<file path="src/rtl/instruction_fetch_stage_pkg.sv">
// Shared definitions for the instruction fetch stage.
// - bp_ctr_t        : 2-bit saturating branch-direction counter encoding
// - DEFAULT_RESET_PC: default program counter value loaded on reset
// - ctr_inc/ctr_dec : saturating counter helpers
package instruction_fetch_stage_pkg;

    typedef enum logic [1:0] {
        BP_SNT = 2'b00,  // strongly not taken
        BP_WNT = 2'b01,  // weakly not taken
        BP_WT  = 2'b10,  // weakly taken
        BP_ST  = 2'b11   // strongly taken
    } bp_ctr_t;

    localparam logic [31:0] DEFAULT_RESET_PC = 32'h0000_0000;

    function automatic bp_ctr_t ctr_inc(input bp_ctr_t c);
        return (c == BP_ST) ? BP_ST : bp_ctr_t'(c + 2'd1);
    endfunction

    function automatic bp_ctr_t ctr_dec(input bp_ctr_t c);
        return (c == BP_SNT) ? BP_SNT : bp_ctr_t'(c - 2'd1);
    endfunction

endpackage

</file>
<file path="src/rtl/instruction_fetch_stage_branch_target_buffer.sv">
// Direct-mapped branch target buffer with a 2-bit counter per entry.
// Lookup port (combinational, sees registered contents only):
//   lookup_pc            in  PC to look up
//   lookup_hit           out entry valid and tag matches
//   lookup_predict_taken out direction bit (counter MSB) of the indexed entry
//   lookup_target        out stored target of the indexed entry
// Update port (written at the rising edge, visible the following cycle):
//   update_valid, update_pc, update_target, update_taken
module branch_target_buffer
    import instruction_fetch_stage_pkg::*;
#(
    parameter int unsigned XLEN        = 32,
    parameter int unsigned BTB_ENTRIES = 16
) (
    input  logic            clk,
    input  logic            reset,
    input  logic [XLEN-1:0] lookup_pc,
    output logic            lookup_hit,
    output logic            lookup_predict_taken,
    output logic [XLEN-1:0] lookup_target,
    input  logic            update_valid,
    input  logic [XLEN-1:0] update_pc,
    input  logic [XLEN-1:0] update_target,
    input  logic            update_taken
);

    localparam int unsigned IDX_W = $clog2(BTB_ENTRIES);
    localparam int unsigned TAG_W = XLEN - IDX_W - 2;

    logic             valid_q  [BTB_ENTRIES];
    logic [TAG_W-1:0] tag_q    [BTB_ENTRIES];
    logic [XLEN-1:0]  target_q [BTB_ENTRIES];
    bp_ctr_t          ctr_q    [BTB_ENTRIES];

    logic [IDX_W-1:0] lk_idx;
    logic [TAG_W-1:0] lk_tag;
    logic [IDX_W-1:0] up_idx;
    logic [TAG_W-1:0] up_tag;
    logic             up_hit;

    // Byte-offset bits never take part in indexing or tagging.
    logic unused_offset_bits;
    assign unused_offset_bits = ^{lookup_pc[1:0], update_pc[1:0]};

    assign lk_idx = lookup_pc[IDX_W+1:2];
    assign lk_tag = lookup_pc[XLEN-1:IDX_W+2];
    assign up_idx = update_pc[IDX_W+1:2];
    assign up_tag = update_pc[XLEN-1:IDX_W+2];

    assign lookup_hit           = valid_q[lk_idx] && (tag_q[lk_idx] == lk_tag);
    assign lookup_predict_taken = ctr_q[lk_idx][1];
    assign lookup_target        = target_q[lk_idx];

    assign up_hit = valid_q[up_idx] && (tag_q[up_idx] == up_tag);

    always_ff @(posedge clk) begin
        if (reset) begin
            for (int unsigned i = 0; i < BTB_ENTRIES; i++) begin
                valid_q[i]  <= 1'b0;
                tag_q[i]    <= '0;
                target_q[i] <= '0;
                ctr_q[i]    <= BP_WNT;
            end
        end else if (update_valid) begin
            if (up_hit) begin
                if (update_taken) begin
                    ctr_q[up_idx]    <= ctr_inc(ctr_q[up_idx]);
                    target_q[up_idx] <= update_target;
                end else begin
                    ctr_q[up_idx] <= ctr_dec(ctr_q[up_idx]);
                end
            end else if (update_taken) begin
                // Allocation evicts whatever occupied this index.
                valid_q[up_idx]  <= 1'b1;
                tag_q[up_idx]    <= up_tag;
                target_q[up_idx] <= update_target;
                ctr_q[up_idx]    <= BP_WT;
            end
        end
    end

endmodule

</file>
<file path="src/rtl/instruction_fetch_stage.sv">
// Instruction fetch stage: PC register, next-PC selection and BTB prediction.
// Inputs : clk, reset (sync, active-high), stall, flush + redirect_pc,
//          branch resolution (update_valid/pc/target/taken), imem_rdata
// Outputs: imem_addr (= PC), IF_pc, IF_pc_plus_4, IF_instruction,
//          IF_branch_estimation
// Next-PC priority: reset > flush > stall > predicted target > pc + 4.
module instruction_fetch_stage
    import instruction_fetch_stage_pkg::*;
#(
    parameter int unsigned     XLEN        = 32,
    parameter logic [XLEN-1:0] RESET_PC    = DEFAULT_RESET_PC,
    parameter int unsigned     BTB_ENTRIES = 16
) (
    input  logic            clk,
    input  logic            reset,
    input  logic            stall,
    input  logic            flush,
    input  logic [XLEN-1:0] redirect_pc,
    input  logic            update_valid,
    input  logic [XLEN-1:0] update_pc,
    input  logic [XLEN-1:0] update_target,
    input  logic            update_taken,
    output logic [XLEN-1:0] imem_addr,
    input  logic [31:0]     imem_rdata,
    output logic [XLEN-1:0] IF_pc,
    output logic [XLEN-1:0] IF_pc_plus_4,
    output logic [31:0]     IF_instruction,
    output logic            IF_branch_estimation
);

    logic [XLEN-1:0] pc_q;
    logic [XLEN-1:0] pc_next;
    logic [XLEN-1:0] pc_plus_4;
    logic            btb_hit;
    logic            btb_dir;
    logic [XLEN-1:0] btb_target;
    logic            predict_taken;

    // Redirect targets are forced word-aligned.
    logic unused_redirect_bits;
    assign unused_redirect_bits = ^redirect_pc[1:0];

    branch_target_buffer #(
        .XLEN        (XLEN),
        .BTB_ENTRIES (BTB_ENTRIES)
    ) u_btb (
        .clk                  (clk),
        .reset                (reset),
        .lookup_pc            (pc_q),
        .lookup_hit           (btb_hit),
        .lookup_predict_taken (btb_dir),
        .lookup_target        (btb_target),
        .update_valid         (update_valid),
        .update_pc            (update_pc),
        .update_target        (update_target),
        .update_taken         (update_taken)
    );

    assign pc_plus_4     = pc_q + XLEN'(4);
    assign predict_taken = btb_hit & btb_dir;

    always_comb begin
        pc_next = pc_plus_4;
        if (flush) begin
            pc_next = {redirect_pc[XLEN-1:2], 2'b00};
        end else if (stall) begin
            pc_next = pc_q;
        end else if (predict_taken) begin
            pc_next = btb_target;
        end
    end

    always_ff @(posedge clk) begin
        if (reset) begin
            pc_q <= RESET_PC;
        end else begin
            pc_q <= pc_next;
        end
    end

    assign imem_addr            = pc_q;
    assign IF_pc                = pc_q;
    assign IF_pc_plus_4         = pc_plus_4;
    assign IF_instruction       = imem_rdata;
    assign IF_branch_estimation = predict_taken;

endmodule

</file>
<file path="config.mk">
export PLATFORM = sky130hd
export DESIGN_NAME = instruction_fetch_stage
export DESIGN_NICKNAME = d
export VERILOG_FILES = /design/src/rtl/instruction_fetch_stage_pkg.sv /design/src/rtl/instruction_fetch_stage_branch_target_buffer.sv /design/src/rtl/instruction_fetch_stage.sv
export SDC_FILE = /design/constraint.sdc
export NUM_CORES = 2
export LEC_CHECK = 0
export ABC_AREA = 1
export BUFFER_PORTS_ARGS = -buffer_cell sky130_fd_sc_hd__buf_4
export CAP_MARGIN = 15
export CELL_PAD_IN_SITES_DETAIL_PLACEMENT = 1
export CELL_PAD_IN_SITES_GLOBAL_PLACEMENT = 1
export CORE_ASPECT_RATIO = 0.8
export CORE_UTILIZATION = 31
export CTS_BUF_LIST = sky130_fd_sc_hd__clkbuf_4 sky130_fd_sc_hd__clkbuf_8
export CTS_CLUSTER_SIZE = 8
export DETAILED_ROUTE_END_ITERATION = 12
export MAX_ROUTING_LAYER = met4
export PLACE_DENSITY_LB_ADDON = 0.12
export SYNTH_ARGS = -nofsm -noshare
export SYNTH_HDL_FRONTEND = slang
export SYNTH_SLANG_ARGS = --single-unit
</file>
<file path="constraint.sdc">
create_clock -name clk -period 7.2 [get_ports clk]
set_input_delay 0.72 -clock clk [delete_from_list [all_inputs] [get_ports clk]]
set_output_delay 0.72 -clock clk [all_outputs]
set_load 0.05 [all_outputs]
</file>
==> reports/metrics.csv <==
metric,value,unit
hold_violations,0,
crit_path_max_incr_delay,0.54,ns
grt_start_max_net_pins,187,
multi_input_area,18270,um^2
postCtsSetupRepairBufs,0,
status,finished clean,
die-area,169300,um^2
skew,0.03749,ns
cts_max_level,4,
ant_nets,0,
dp.cells,8024,
place_area,55010,um^2
worstMarginPinSlew,1.204,ns
min_path_cells,5,
antenna_found_initial,10,
setup.worst_path.start_class,flop,
final_cell_area,58560,um^2
syn_inst,5984,
irDropWorstVdd,0.1800,mV
grt_overflow,0,
cts_hold_buf,0,
core.rowCount,134,
drt_first_pass_iters,5,
ys_top_cells_by_area,"edfxtp_1 (55%), nand2_1 (11%), nor2_1 (8.8%)",
instances_no_fill,8365,
cp_top_family,simple AND/OR/NAND/NOR gates,
syn-num-nets,6119,
fin_ws,1.277,ns
path_cells,inv_8 -> buf_12 -> o21ai_0 -> nand3_1 -> nand3_1 -> nand3_1 -> nand4_1 -> nor4_1 -> nand4_1 -> nor2_1 -> buf_4,
seqCellArea,29880,um^2
synth-seq-cells,1012,
synth-edff-count,960,
period_needed,5.923,ns
die_y,368.2,um
cpMostUsedCell,nand3_1,
yosysWarningCount,0,
grt_use_total,28.20,%
drv_cap,0,
detail_route.vias_per_cell,5.380,
cp_max_fo,120,
cp_data_required_time,6.48,ns
die_w,459.8,um
synth_common_cells,"nand2_1 (1479), nor2_1 (1222), edfxtp_1 (960)",
place_ws,1.638,ns
yosysTopAreaCellShare,55.47,%
total_power,14.43,mW
synthMostInstantiatedCell,nand2_1,
ctsLongestPathBuffers,3,
cts_made_buffers,183,
nets,6100,
core_area,166700,um^2
ys.flop_type,edfxtp_1,
clock_sinks,1012,
slew_viol_final,0,
hp-class,primary input to flop,
end_kind,primary output,
cp.depth,11,
wirelength,235800,um
reg2reg_depth,20,
insertion_delay,0.94,ns
gp_congestion,0.9316,
area_delta_synth_final,12.68,%
path_buf_inv,3,
io_pins,263,
initial_core_util,31.18,%
setup_violations,0,
slew_headroom,19.46,%
syn_area,51970,um^2
synth.distinct_cells,41,
async_flop_share,0,%
dp_hpwl,139600,um
nFillCells,19460,
grt_pass1_vias,43670,
drc,0,
slowest_stage,inv_8,
cts_resized,0,
ys_seq_area_share,57.47,%
drt-wirelength-per-cell,28.19,um
io_buffer_count,194,
vias,45010,
power_leakage,23.38,nW
fmax,168.8,MHz
drive_above_1_share,11.19,%
period_share,82.26,%
root_buffer,clkbuf_8,
crit_type,flop to primary output,
syn_area_per_cell,8.685,um^2
arrival,5.20,ns
grt_pass1_wl,327400,um
first_iter_violations,4568,
cts_tree,yes,
finalSetupTns,0,ns
rsz0062_at_grt,no,
yosys.area.top_type,edfxtp_1,
p_per_area,246.4,nW/um^2
clk_pin_slew,0.07,ns
-- through the flow --
step	utilization, %	hold WS, ns
after floorplan	-	0.4446
after global placement	33.01	0.4603
after global routing	35.13	0.1602
after detailed placement	33.01	0.4668
after CTS	35.13	0.08818
final	35.14	0.1694
-- flip-flops by register name, summed over array words and instances (netlist names), named ones only --
register        flops
IF_pc              30
u_btb.ctr_q        32
u_btb.tag_q       416
u_btb.target_q    512
u_btb.valid_q      16
-- worst register-to-register path: stages (launching register included) --
cell      delay [ns]
dfxtp_4         0.48
inv_8           0.56
buf_12          0.66
nand2_1         0.20
o211ai_1        0.12
nand3_1         0.15
nand3_1         0.30
nand2_1         0.10
nand2_1         0.26
nand2_1         0.09
inv_1           0.06
nand2_1         0.09
nor2_1          0.14
nand2_1         0.10
nor2_4          0.10
buf_4           0.36
nand2_2         0.55
nor2_1          0.52
inv_1           0.11
nor2_1          0.11
nor2_1          0.06
-- metal layers --
layer	GRT usage, %	vias up	routed length [um]
met2	40.85	1700	101800
met5	-	-	0
li1	-	19970	-
met1	39.57	23010	108400
met3	5.259	332	18290
met4	8.799	0	7300
-- placed cells by master, fill, tap and decap left out, types with 9 or more instances in the layout --
cell	instances
xor2_1	26
inv_1	360
nor3_1	21
clkbuf_4	63
clkinv_1	83
o211ai_1	136
nand2_2	38
o21ai_1	29
buf_4	297
nand3_1	265
nor2_1	1216
a221o_1	24
nor4_1	9
clkbuf_8	192
a22oi_1	15
inv_2	23
nand2_4	14
o21ai_0	288
buf_12	11
a21oi_1	330
dfxtp_1	48
clkinv_2	13
nand2_1	1444
o31ai_1	29
o22ai_1	13
edfxtp_1	960
nand4_1	25
a32o_1	24
a221oi_1	72
-- path summary, 6_finish.rpt --
path	from	end	slack, ns
max reg2reg	flop	flop	1.97
max	flop	IF_branch_estimation	1.28
min	redirect_pc[21]	IF_pc[21]	0.17
min reg2reg	u_btb.valid_q[15]	u_btb.valid_q[15]	0.48
-- power by group --
group	leakage (nW)	internal, mW	switching (mW)
Sequential	9.54	6.74	0.154
Clock	1.87	2.88	2.63
Combinational	12.0	0.485	1.54
-- area by class of cell --
type,instances,share of cell area [%]
flip-flops and latches,1012,51.03
multi-input cells,4043,31.20
inverters,416,2.709
repair buffers,309,4.207
well taps,2244,4.795
diodes,8,0.03419
clock buffers,254,5.297
clock inverters,79,0.7307
-- logic make-up after synthesis --
family	Yosys count	synth area share, %
AO/OA/AOI/OAI	969	11.29
XOR/XNOR	26	0.4382
adder cells (fa/ha/maj)	1	0.02407
buffers and inverters	929	7.673
flip-flops	1012	57.47
AND/OR/NAND/NOR	3047	23.11
Note: power is estimated with default switching activity, not from simulation.
